**src/rtl/dsp48a1_pkg.sv**
```systemverilog
// Shared constants and types for the DSP48A1 multiply-accumulate sequencer.
package dsp48a1_pkg;

  // Operand issue to P holding that slot's result (AREG/BREG, MREG, PREG)
  localparam int LAT = 3;

  localparam logic [7:0] OPM_FIRST = 8'b0000_0001;
  localparam logic [7:0] OPM_ACC   = 8'b0000_1001;
  localparam logic [7:0] OPM_HOLD  = 8'b0000_1000;

  localparam int PREADD_BIT = 4;

  typedef logic [1:0] state_t;
  localparam state_t ST_IDLE  = 2'd0;
  localparam state_t ST_RUN   = 2'd1;
  localparam state_t ST_DRAIN = 2'd2;
  localparam state_t ST_DONE  = 2'd3;

  typedef struct packed {
    logic valid;
    logic first;
    logic last;
  } tag_t;

endpackage

```
**src/rtl/mac_tag_pipe.sv**
```systemverilog
// Shift register that follows each issued slot through the slice pipeline.
module mac_tag_pipe
  import dsp48a1_pkg::*;
#(
  parameter int DEPTH = LAT
) (
  input  logic clk,
  input  logic rst_n,
  input  logic clr,
  input  tag_t tag_in,
  output tag_t tag_head,
  output tag_t tag_tail
);

  tag_t [DEPTH-1:0] pipe;

  always_ff @(posedge clk or negedge rst_n) begin
    if (!rst_n) begin
      pipe <= '0;
    end else if (clr) begin
      pipe <= '0;
    end else begin
      pipe <= {pipe[DEPTH-2:0], tag_in};
    end
  end

  assign tag_head = pipe[0];
  assign tag_tail = pipe[DEPTH-1];

endmodule

```
**src/rtl/dsp48a1_mac_sequencer.sv**
```systemverilog
// Runs one DSP48A1 slice as a MAC engine over a valid/ready operand stream.
// Define MAC_PREADD_EN to add the in_d port and compute A*(D+B) per term.
module dsp48a1_mac_sequencer #(
  parameter int CNT_W = 16,
  parameter int LAT   = dsp48a1_pkg::LAT
) (
  input  logic             CLK,
  input  logic             RSTN,
  input  logic             start,
  input  logic [CNT_W-1:0] len,
  input  logic             abort,
  output logic             busy,
  input  logic             in_valid,
  output logic             in_ready,
  input  logic [17:0]      in_a,
  input  logic [17:0]      in_b,
`ifdef MAC_PREADD_EN
  input  logic [17:0]      in_d,
`endif
  output logic             res_valid,
  output logic [47:0]      res_data,
  output logic [17:0]      dsp_a,
  output logic [17:0]      dsp_b,
  output logic [17:0]      dsp_d,
  output logic [7:0]       dsp_opmode,
  output logic             dsp_ce,
  output logic             dsp_rst,
  input  logic [47:0]      dsp_p
);

  import dsp48a1_pkg::*;

  state_t           state;
  logic [CNT_W-1:0] len_q;
  logic [CNT_W-1:0] acc_cnt;
  logic             rst_hold;
  logic             xfer;
  logic             abort_fire;
  tag_t             tag_push;
  tag_t             tag_mreg;
  tag_t             tag_p;

  assign busy       = (state != ST_IDLE);
  assign abort_fire = abort && busy;
  // Abort blocks the handshake so no operand slips in on the cancelling edge
  assign in_ready   = (state == ST_RUN) && (acc_cnt < len_q) && !abort;
  assign xfer       = in_valid && in_ready;
  assign res_valid  = (state == ST_DONE) && !abort;
  assign dsp_ce     = RSTN;
  assign dsp_rst    = rst_hold;

  assign dsp_a = xfer ? in_a : '0;
  assign dsp_b = xfer ? in_b : '0;
`ifdef MAC_PREADD_EN
  assign dsp_d = xfer ? in_d : '0;
`else
  assign dsp_d = '0;
`endif

  always_comb begin
    tag_push       = '0;
    tag_push.valid = xfer;
    tag_push.first = xfer && (acc_cnt == '0);
    tag_push.last  = xfer && (acc_cnt == len_q - CNT_W'(1));
  end

  // The slice registers OPMODE, so the head tag lines up with the product in MREG
  always_comb begin
    dsp_opmode = OPM_HOLD;
    casez (tag_mreg)
      3'b11?:  dsp_opmode = OPM_FIRST;
      3'b10?:  dsp_opmode = OPM_ACC;
      default: dsp_opmode = OPM_HOLD;
    endcase
`ifdef MAC_PREADD_EN
    if (busy || start) begin
      dsp_opmode[PREADD_BIT] = 1'b1;
    end
`endif
  end

  mac_tag_pipe #(
    .DEPTH (LAT)
  ) u_tag_pipe (
    .clk      (CLK),
    .rst_n    (RSTN),
    .clr      (abort_fire),
    .tag_in   (tag_push),
    .tag_head (tag_mreg),
    .tag_tail (tag_p)
  );

  always_ff @(posedge CLK or negedge RSTN) begin
    if (!RSTN) begin
      state    <= ST_IDLE;
      len_q    <= '0;
      acc_cnt  <= '0;
      res_data <= '0;
      rst_hold <= 1'b1;
    end else begin
      rst_hold <= abort_fire;
      if (abort_fire) begin
        state   <= ST_IDLE;
        acc_cnt <= '0;
      end else begin
        case (state)
          ST_IDLE: begin
            if (start) begin
              len_q   <= len;
              acc_cnt <= '0;
              if (len == '0) begin
                res_data <= '0;
                state    <= ST_DONE;
              end else begin
                state <= ST_RUN;
              end
            end
          end
          ST_RUN: begin
            if (xfer) begin
              acc_cnt <= acc_cnt + CNT_W'(1);
              if (tag_push.last) begin
                state <= ST_DRAIN;
              end
            end
          end
          // The last slot's tag reaching the tail means P is final
          ST_DRAIN: begin
            if (tag_p ==? 3'b1?1) begin
              res_data <= dsp_p;
              state    <= ST_DONE;
            end
          end
          ST_DONE: state <= ST_IDLE;
          default: state <= ST_IDLE;
        endcase
      end
    end
  end

endmodule

```
**config.mk**
```make
export PLATFORM = sky130hd
export DESIGN_NAME = dsp48a1_mac_sequencer
export DESIGN_NICKNAME = d
export VERILOG_FILES = /design/src/rtl/dsp48a1_pkg.sv /design/src/rtl/mac_tag_pipe.sv /design/src/rtl/dsp48a1_mac_sequencer.sv
export SDC_FILE = /design/constraint.sdc
export NUM_CORES = 1
export LEC_CHECK = 0
export BUFFER_PORTS_ARGS = -buffer_cell sky130_fd_sc_hd__buf_2
export CORE_AREA = 2 2 86 149
export DETAILED_ROUTE_END_ITERATION = 10
export DIE_AREA = 0 0 88 151
export MAX_ROUTING_LAYER = met4
export PLACE_DENSITY = 0.74
export SLEW_MARGIN = 25
export SYNTH_ARGS = -nofsm -noshare
export SYNTH_HDL_FRONTEND = slang
export SYNTH_SLANG_ARGS = --single-unit
```
**constraint.sdc**
```tcl
create_clock -name CLK -period 3.8 [get_ports CLK]
set_input_delay 0.19 -clock CLK [delete_from_list [all_inputs] [get_ports CLK]]
set_output_delay 0.19 -clock CLK [all_outputs]
set_load 0.05 [all_outputs]
```
==> impl_metrics.json, run 1 <==
{
  "hold_class": "in -> reg",
  "seq_area_frac_synth_pct": 42.30,
  "min_period_ns": 3.384,
  "routed_wirelength_um": 14230,
  "die_w_um": 88,
  "synth_cell_type_count": 60,
  "finalPower_mw": 4.683,
  "postCtsSetupBuffers": 0,
  "crit_path_end_kind": "output pin",
  "crit_chain": "inv_1 > ha_1 > a21oi_1 > o21ai_1 > a2111oi_0 > a211oi_1 > and2b_4 > buf_4 > and2_1 > buf_2",
  "drt-met1-wl_um": 5233,
  "finalCritPeriodShare_pct": 89.06,
  "vias_per_cell": 5.085,
  "critPathBufInv": 3,
  "rows": 53,
  "vias": 4882,
  "clock_sinks": 90,
  "clk_path_buf_depth": 2,
  "wl_per_cell_um": 14.82,
  "drc": 0,
  "drtAntennaViolNets": 0,
  "peakVddDrop_v": 0.0002841,
  "timing.rr.start": "len_q[9]",
  "dr.max_layer_used": "met4",
  "tns_ns": 0,
  "slowest_delay_ns": 0.49,
  "n_antenna_cell": 0,
  "cts_tree": "done",
  "min_path_cells": 2,
  "critPathKind": "reg -> out",
  "ys_warn_count": 0,
  "setup_viol": 0,
  "gr-total-overflow": 0,
  "area_delta_synth_final_pct": 25.29,
  "dr_wl_met2_um": 7465,
  "cts_buffers": 9,
  "antenna_found_initial": 0,
  "dp_hpwl_um": 11090,
  "grt_pass1_wl_um": 21960,
  "cellLeakagePower_nw": 3.403,
  "wl_met3_um": 973,
  "drv_slew": 0,
  "gp_congestion": 0.8825,
  "ys_ff_latch": 90,
  "synth_ff_type": "dfrtp_1",
  "synthArstFlopShare_pct": 100.0,
  "path_clk_slew_ns": 0.07,
  "grt_usage_pct": 21.75,
  "fin_skew_ns": 0.01166,
  "drive_gt1_share_pct": 31.07,
  "critical-path-top-delay-family": "compound AO/OA/AOI/OAI gates",
  "fp.coreArea_sq_um": 12000,
  "n_fill_cell": 1132,
  "drt_iter0_drc": 135,
  "max-slew-margin-rel_pct": 41.40,
  "io_buffers": 195,
  "worstPathArrival_ns": 3.19,
  "cp_max_fo": 30,
  "cp.depth": 10,
  "ios": 220,
  "final_nets": 918,
  "maxCapViolCount": 0,
  "rr_worst_depth": 10,
  "start_util_pct": 44.39,
  "holdCritStartpoint": "len[14]",
  "clock_latency_ns": 0.34,
  "clockRootBuffer": "clkbuf_16",
  "syn_area_per_cell_sq_um": 8.791,
  "hold_viol": 0,
  "critPathSlowestCell": "and2b_4",
  "status": "complete, no violations",
  "rsz0062_at_grt": "no",
  "dr.pass1.iters": 5,
  "die_height_um": 151,
  "die_area_sq_um": 13290,
  "htreeDepth": 3,
  "synth_edf_count": 0,
  "max_freq_ghz": 0.2955,
  "crit_path_start_kind": "flop",
  "critPathRequiredTime_ns": 3.61,
  "grt_max_degree": 97,
  "syn_inst": 606,
  "worstMarginPinSlew_ns": 0.8790,
  "first_global_vias": 4616,
  "syn-cell-area_sq_um": 5328,
  "critPathLaunch": "len_q[9]",
  "p_per_area_nw_per_um2": 701.6
}
==> layer usage <==
layer  global-route usage [%]  vias to the layer above
met5                        -                        -
li1                         -                     2397
met2                    38.60                      217
met4                    11.77                        0
met3                    4.687                       37
met1                    21.68                     2231
==> registers in the layout, summed over array words and instances, names as in the netlist <==
| signal | count |
|---|---|
| res_data | 48 |
| acc_cnt | 16 |
| len_q | 16 |
| u_tag_pipe.tag_head | 3 |
| state | 2 |
| u_tag_pipe.pipe | 2 |
| u_tag_pipe.tag_tail | 2 |
| dsp_rst | 1 |
==> per-stage QoR <==
stage	area (sq um)	std cells	hold slack (ns)	worst slack (ns)	util (%)
after floorplan	5414	629	-0.1056	0.8985	-
after global placement	6362	943	0.2820	0.6456	53.01
after detailed placement	6362	943	0.2914	0.5676	53.01
after CTS	6674	960	0.07630	0.3044	55.60
after global routing	6675	960	0.08092	0.02693	55.61
final	6675	960	0.09041	0.4156	55.61
==> cells in the mapped netlist, drive strengths merged, types with 4 or more instances <==
| cell type | instances | area, sq um |
|---|---|---|
| mux2 | 16 | 180.2 |
| dfrtp | 89 | 2227 |
| buf | 27 | 203.9 |
| or4 | 4 | 30.03 |
| and3 | 9 | 56.30 |
| nand3 | 5 | 25.02 |
| o2111ai | 5 | 43.79 |
| nand2 | 114 | 427.9 |
| clkbuf | 28 | 105.1 |
| xor2 | 7 | 61.31 |
| nor2 | 20 | 82.58 |
| o211ai | 5 | 37.54 |
| a21oi | 17 | 85.08 |
| nor4 | 15 | 93.84 |
| inv | 26 | 97.59 |
| xnor2 | 13 | 113.9 |
| o21ai | 65 | 329.1 |
| nor3 | 7 | 40.04 |
| ha | 23 | 287.8 |
| o31ai | 7 | 57.55 |
| nor2b | 10 | 62.56 |
| nand2b | 8 | 50.05 |
| a31oi | 6 | 37.54 |
| nand4 | 7 | 43.79 |
| and2 | 41 | 256.5 |
==> cells by family after synthesis <==
family                   synth area share [%]
flip-flops                              42.30
XOR/XNOR                                3.288
other                                 0.07039
buffers and inverters                   7.633
AND/OR/NAND/NOR                         23.70
AO/OA/AOI/OAI                           13.86
multiplexers                            3.758
adder cells (fa/ha/maj)                 5.402
==> what timing repair did <==
item                                    4_1_cts  5_1_grt
hold endpoints to repair                     54        0
resized for setup                             0        1
hold buffers                                  1        0
endpoints found under the setup margin        0       20
==> power breakdown <==
part	switching, mW	total (mW)	internal (mW)
logic	1.66	2.34	0.687
registers	0.221	1.43	1.21
clock network	0.388	0.905	0.517
==> worst register-to-register path: stages, from the launching register on <==
cell       delay [ns]
dfrtp_1          0.43
inv_1            0.11
ha_1             0.31
a21oi_1          0.14
o21ai_1          0.10
a2111oi_0        0.40
a211oi_1         0.20
and2b_4          0.49
o21ai_2          0.22
or4_1            0.54
a21oi_1          0.15
==> final cells by class <==
class,instances,area [sq um],share of cell area [%]
Sequential cell,90,2253,33.76
Clock buffer,10,229.0,3.430
Inverter,26,97.59,1.462
Multi-Input combinational cell,458,2760,41.35
Tap cell,165,206.4,3.093
Timing Repair Buffer,205,1056,15.82
Clock inverter,6,72.57,1.087
==> path summary, 6_finish.rpt <==
check                                    endpoint  slack, ns
max in group asynchronous                 dsp_rst       2.36
max reg2reg                           acc_cnt[15]       0.62
min in group asynchronous            res_data[10]       0.46
max                                      dsp_a[9]       0.42
min reg2reg                u_tag_pipe.tag_tail[2]       0.47
min                                     len_q[14]       0.09
==> placed cells by master (no fill, tap or decap), types with 8 or more instances in the layout <==
cell type | netlist | layout
buf_2 | 1 | 194
nand2_1 | 114 | 114
dfrtp_1 | 89 | 89
o21ai_0 | 56 | 56
and2_1 | 41 | 41
inv_1 | 25 | 25
conb_1 | 1 | 24
ha_1 | 23 | 22
nor2_1 | 19 | 19
a21oi_1 | 17 | 17
mux2_2 | 16 | 16
nor4_1 | 15 | 15
xnor2_1 | 13 | 13
nor2b_1 | 10 | 10
buf_4 | 25 | 10
and3_1 | 9 | 9
clkbuf_16 | 0 | 9
o21ai_1 | 8 | 8
Note: power is estimated with default switching activity, not from simulation.
==> run 2: changes to the inputs <==
- RECOVER_POWER: default -> 50
==> run 2 against run 1 <==
Against the previous run: core utilization fell by 0.57 points; total power is 0.72% lower; flip-flop and latch count unchanged; critical path type unchanged; highest routed layer unchanged.
==> impl_metrics.json, run 2 (synthesis results as in run 1) <==
{
  "clock_latency_ns": 0.34,
  "critPathRequiredTime_ns": 3.61,
  "drt_iter0_drc": 114,
  "io_buffers": 195,
  "mostFrequentLayoutCells": "buf_2 (143), nand2_1 (114), dfrtp_1 (89), o21ai_0 (56), clkbuf_1 (52)",
  "drv_slew": 0,
  "max-slew-margin-rel_pct": 7.520,
  "path_clk_slew_ns": 0.07,
  "register_area_sq_um": 2253,
  "p_int_mw": 2.373,
  "clk_path_buf_depth": 2,
  "gp_congestion": 0.8825,
  "drc": 0,
  "clockPowerShare_pct": 19.5,
  "die_w_um": 88,
  "crit_path_start_kind": "flop",
  "hold_viol": 0,
  "design_area_sq_um": 6606,
  "postCtsSetupBuffers": 0,
  "n_antenna_cell": 0,
  "whs_ns": 0.09049,
  "cellLeakagePower_nw": 3.195,
  "start_util_pct": 44.39,
  "grt_usage_pct": 21.75,
  "top_register": "res_data",
  "cp_max_fo": 30,
  "cts_buffers": 9,
  "wl_per_cell_um": 14.92,
  "grt_max_degree": 97,
  "ios": 220,
  "dr.pass1.iters": 4,
  "vias": 4920,
  "min_period_ns": 3.384,
  "die_area_sq_um": 13290,
  "critPathKind": "reg -> out",
  "power_frac_comb_pct": 49.5,
  "finalPower_mw": 4.650,
  "area_delta_synth_final_pct": 24.00,
  "switching_share_pct": 48.96,
  "rows": 53,
  "tns_ns": 0,
  "final_common_cell": "buf_2",
  "drive_gt1_share_pct": 24.53,
  "first_global_vias": 4616,
  "routed_wirelength_um": 14330,
  "maxCapViolCount": 0,
  "drtAntennaViolNets": 0,
  "worstPathArrival_ns": 3.19,
  "status": "complete, no violations",
  "multiInputGateArea_sq_um": 2760,
  "finalCritPeriodShare_pct": 89.04,
  "dp_cells": 943,
  "clockRootBuffer": "clkbuf_16",
  "dp_hpwl_um": 11090,
  "fp.coreArea_sq_um": 12000,
  "worstMarginPinSlew_ns": 1.387,
  "vias_per_cell": 5.125,
  "p_per_area_nw_per_um2": 703.8,
  "netSwitchingPower_mw": 2.277,
  "reg.largest.list": "res_data (48), acc_cnt (16), len_q (16)",
  "rsz0062_at_grt": "no",
  "peakVddDrop_v": 0.0002803,
  "n_fill_cell": 1159,
  "crit_path_end_kind": "output pin",
  "antenna_found_initial": 0,
  "gr-total-overflow": 0,
  "grt_pass1_wl_um": 21960,
  "setup_viol": 0,
  "seqPwrFrac_pct": 31.0,
  "htreeDepth": 3,
  "hold_class": "in -> reg",
  "dpl_cell_area_sq_um": 6362,
  "die_height_um": 151,
  "cts_tree": "done",
  "final_nets": 918,
  "clock_sinks": 90,
  "max_freq_ghz": 0.2956,
  "largest_reg_flops": 48,
  "stdcell_count": 960,
  "fin_skew_ns": 0.01142
}
==> run 2: cell count changes in the layout (fill, tap and decap cells not counted) <==
cell	delta
inv_1	+1
clkbuf_1	+51
inv_2	-1
buf_2	-51
clkbuf_2	+2
buf_4	-2
==> run 2: power groups by stage <==
stage	clock network [mW]	logic, mW	registers, mW
final	0.906	2.30	1.44
after floorplan	0	1.30	1.92
after CTS	0.929	2.36	1.43
after global routing	0.959	2.51	1.48
after global placement	0	2.32	1.44
after detailed placement	0	2.35	1.45
==> run 2: path summary, 6_finish.rpt <==
check	from	end	slack [ns]	cells after the start
setup reg to reg	len_q[9]	acc_cnt[14]	0.61	10
setup / recovery	len_q[9]	dsp_a[9]	0.42	10
hold / removal	len[14]	len_q[14]	0.09	2
max in group asynchronous	RSTN	state[1]	1.47	3
min in group asynchronous	RSTN	res_data[10]	0.72	2
hold reg to reg	u_tag_pipe.pipe[5]	u_tag_pipe.tag_tail[2]	0.47	1
==> run 2: final cells by class <==
cell class / count / area share [%]
repair buffers: 205 / 14.94
well taps: 165 / 3.125
multi-input cells: 458 / 41.78
inverters: 26 / 1.477
clock buffers: 10 / 3.466
flip-flops and latches: 90 / 34.11
clock inverters: 6 / 1.098
==> run 2: what timing repair did <==
| item | CTS | global route |
|---|---|---|
| setup endpoints to repair | 0 | 20 |
| endpoints found under the hold margin | 54 | 0 |
| resized for setup | 0 | 1 |
| hold buffers | 1 | 0 |
==> run 2: routing by layer <==
metal,vias to the layer above,track usage (%),wire [um]
li1,2397,-,-
met1,2242,21.68,5290
met2,234,38.60,7301
met3,47,4.687,1026
met4,0,11.77,706
met5,-,-,0
==> run 2: metrics by stage <==
stage	setup slack (ns)	utilization (%)
4_1_cts	0.3044	55.60
2_1_floorplan	0.8985	-
5_1_grt	0.02693	55.04
3_3_place_gp	0.6456	53.01
3_5_place_dp	0.5676	53.01
6_report	0.4165	55.04
==> run 2: critical path, stage by stage, from the launching register on <==
cell and delay, ns:
dfrtp_1 0.43, inv_1 0.11, ha_1 0.32, a21oi_1 0.14
o21ai_1 0.10, a2111oi_0 0.40, a211oi_1 0.20, and2b_4 0.48
buf_4 0.26, and2_1 0.15, buf_2 0.26
==> run 3: changes to the inputs <==
- clock period: 3.8 -> 3.63 ns (I/O delays scaled with it)
==> run 3 against run 2 <==
Against the previous run: core utilization down 0.32 points; total power is 2.9% higher; count of clock-buffer cells in the layout is 1 lower; register-to-register slack better by 0.04 ns; combinational power grew 3%; clock skew shrank 0.0025 ns; sequential share of layout area increased by 0.20 points; hold slack worse by 0.0047 ns; clock power decreased by 3.9%; via count down 0.85%; critical path type unchanged; largest cell class unchanged; highest routed layer unchanged.
==> impl_metrics.json, run 3 (synthesis results as in run 1) <==
{
  "postLayoutCoreUtil_pct": 54.72,
  "critPathKind": "reg -> out",
  "max_freq_ghz": 0.3050,
  "worstMarginPinSlew_ns": 1.039,
  "clk_path_buf_depth": 2,
  "drtAntennaViolNets": 0,
  "cellLeakagePower_nw": 3.175,
  "gr-total-overflow": 0,
  "critPathBufInv": 2,
  "drt_iter0_drc": 124,
  "cts_buffers": 9,
  "grt_pass1_wl_um": 22420,
  "n_fill_cell": 1176,
  "crit_path_start_kind": "flop",
  "max-slew-margin-rel_pct": 30.74,
  "dr.pass1.iters": 4,
  "die_w_um": 88,
  "setup_ws_ns": 0.3515,
  "finalCritPeriodShare_pct": 90.32,
  "reg.largest.list": "res_data (48), acc_cnt (16), len_q (16)",
  "path_clk_slew_ns": 0.07,
  "stdcell_count": 958,
  "cp_max_fo": 28,
  "wl_per_cell_um": 15.03,
  "start_util_pct": 44.39,
  "p_per_area_nw_per_um2": 728.2,
  "final_nets": 916,
  "switching_share_pct": 49.85,
  "fp.coreArea_sq_um": 12000,
  "maxCapViolCount": 0,
  "netSwitchingPower_mw": 2.384,
  "die_height_um": 151,
  "gp_congestion": 0.9833,
  "critPathSlowestCell": "dfrtp_1",
  "setup_viol": 0,
  "ios": 220,
  "status": "complete, no violations",
  "drive_gt1_share_pct": 24.34,
  "top_register": "res_data",
  "dp_hpwl_um": 11140,
  "crit_path_end_kind": "output pin",
  "grt_usage_pct": 21.95,
  "htreeDepth": 3,
  "routed_wirelength_um": 14400,
  "clockRootBuffer": "clkbuf_16",
  "n_antenna_cell": 0,
  "hold_viol": 0,
  "tns_ns": 0,
  "worstPathArrival_ns": 3.10,
  "rsz0062_at_grt": "no",
  "clockPowerShare_pct": 18.2,
  "cts_tree": "done",
  "fin_skew_ns": 0.008952,
  "whs_ns": 0.08584,
  "seqPwrFrac_pct": 31.9,
  "crit_chain": "ha_1 > nor2b_1 > o211ai_1 > a211o_1 > a211oi_1 > and2b_2 > buf_4 > and2_1 > buf_2",
  "largest_reg_flops": 48,
  "drc": 0,
  "hold_class": "in -> reg",
  "slowest_delay_ns": 0.49,
  "first_global_vias": 4696,
  "critical-path-top-delay-family": "compound AO/OA/AOI/OAI gates",
  "vias_per_cell": 5.092,
  "mostFrequentLayoutCells": "buf_2 (142), nand2_1 (114), dfrtp_1 (89), o21ai_0 (56), clkbuf_1 (52)",
  "rows": 53,
  "critPathRequiredTime_ns": 3.45,
  "min_period_ns": 3.278,
  "final_common_cell": "buf_2",
  "clock_sinks": 90,
  "p_int_mw": 2.398,
  "clock_latency_ns": 0.34,
  "area_delta_synth_final_pct": 23.27,
  "io_buffers": 195,
  "power_frac_comb_pct": 49.9,
  "drv_slew": 0,
  "dp_cells": 941,
  "grt_max_degree": 97,
  "peakVddDrop_v": 0.0003347,
  "antenna_found_initial": 0,
  "die_area_sq_um": 13290,
  "vias": 4878,
  "preCtsSetupSlack_ns": 0.6768
}
run 3: cell count changes in the layout (fill, tap and decap cells not counted), sizes merged:
cell    before  now
buf        151  149
clkinv       2    4
clkbuf      63   62
bufinv       1    0
run 3: routing by layer:
layer  up-vias  part of all wire (%)  routed length (um)  GRT usage, %
li1       2401                     -                   -             -
met5         -                     0                   0             -
met4         0                   3.4                 487         9.231
met3        31                   6.2                 899         3.597
met1      2238                    38                5418         23.74
met2       208                    53                7592         39.02
run 3: final timing paths:
| check | start | to | slack, ns | cells past startpoint |
|---|---|---|---|---|
| max in group asynchronous | RSTN | u_tag_pipe.pipe[3] | 1.76 | 3 |
| worst min-delay path | dsp_p[42] | res_data[42] | 0.09 | 3 |
| min in group asynchronous | RSTN | res_data[15] | 0.42 | 2 |
| worst min register to register | res_data[2] | res_data[2] | 0.48 | 2 |
| worst max-delay path | acc_cnt[1] | dsp_a[2] | 0.35 | 9 |
| worst max register to register | len_q[9] | acc_cnt[3] | 0.65 | 11 |
run 3: repair_timing:
item,4_1_cts,5_1_grt
hold buffers,1,0
setup buffers,0,0
resized for setup,0,0
endpoints found under the hold margin,50,0
run 3: stage by stage:
stage	instance area [sq um]	power, mW
floorplan	5414	3.377
global placement	6347	3.924
detailed placement	6347	3.963
CTS	6635	4.854
global route	6568	5.100
finish	6568	4.782
run 3: power groups by stage:
| stage | Sequential, mW | Clock, mW | Combinational (mW) |
|---|---|---|---|
| after floorplan | 2.01 | 0 | 1.37 |
| after global placement | 1.53 | 0 | 2.39 |
| after detailed placement | 1.54 | 0 | 2.42 |
| after CTS | 1.52 | 0.898 | 2.43 |
| after global routing | 1.57 | 0.934 | 2.59 |
| final | 1.53 | 0.871 | 2.38 |
run 3: area by class of cell:
cell class	count	area [sq um]	area share [%]
Tap cell	165	206.4	3.143
Timing Repair Buffer	203	973.4	14.82
Inverter	26	97.59	1.486
Clock inverter	7	52.55	0.8002
Clock buffer	9	225.2	3.429
Multi-Input combinational cell	458	2759	42.01
Sequential cell	90	2253	34.31
run 3: worst register-to-register path, cell delays in order, from the launching register on:
cell and delay (ns):
dfrtp_1 0.43, inv_1 0.11, ha_1 0.32, a21oi_1 0.13
o21ai_1 0.11, a2111oi_0 0.42, a211oi_1 0.22, and2b_2 0.30
buf_4 0.27, nand4_1 0.28, nand2b_1 0.22, o21ai_1 0.11
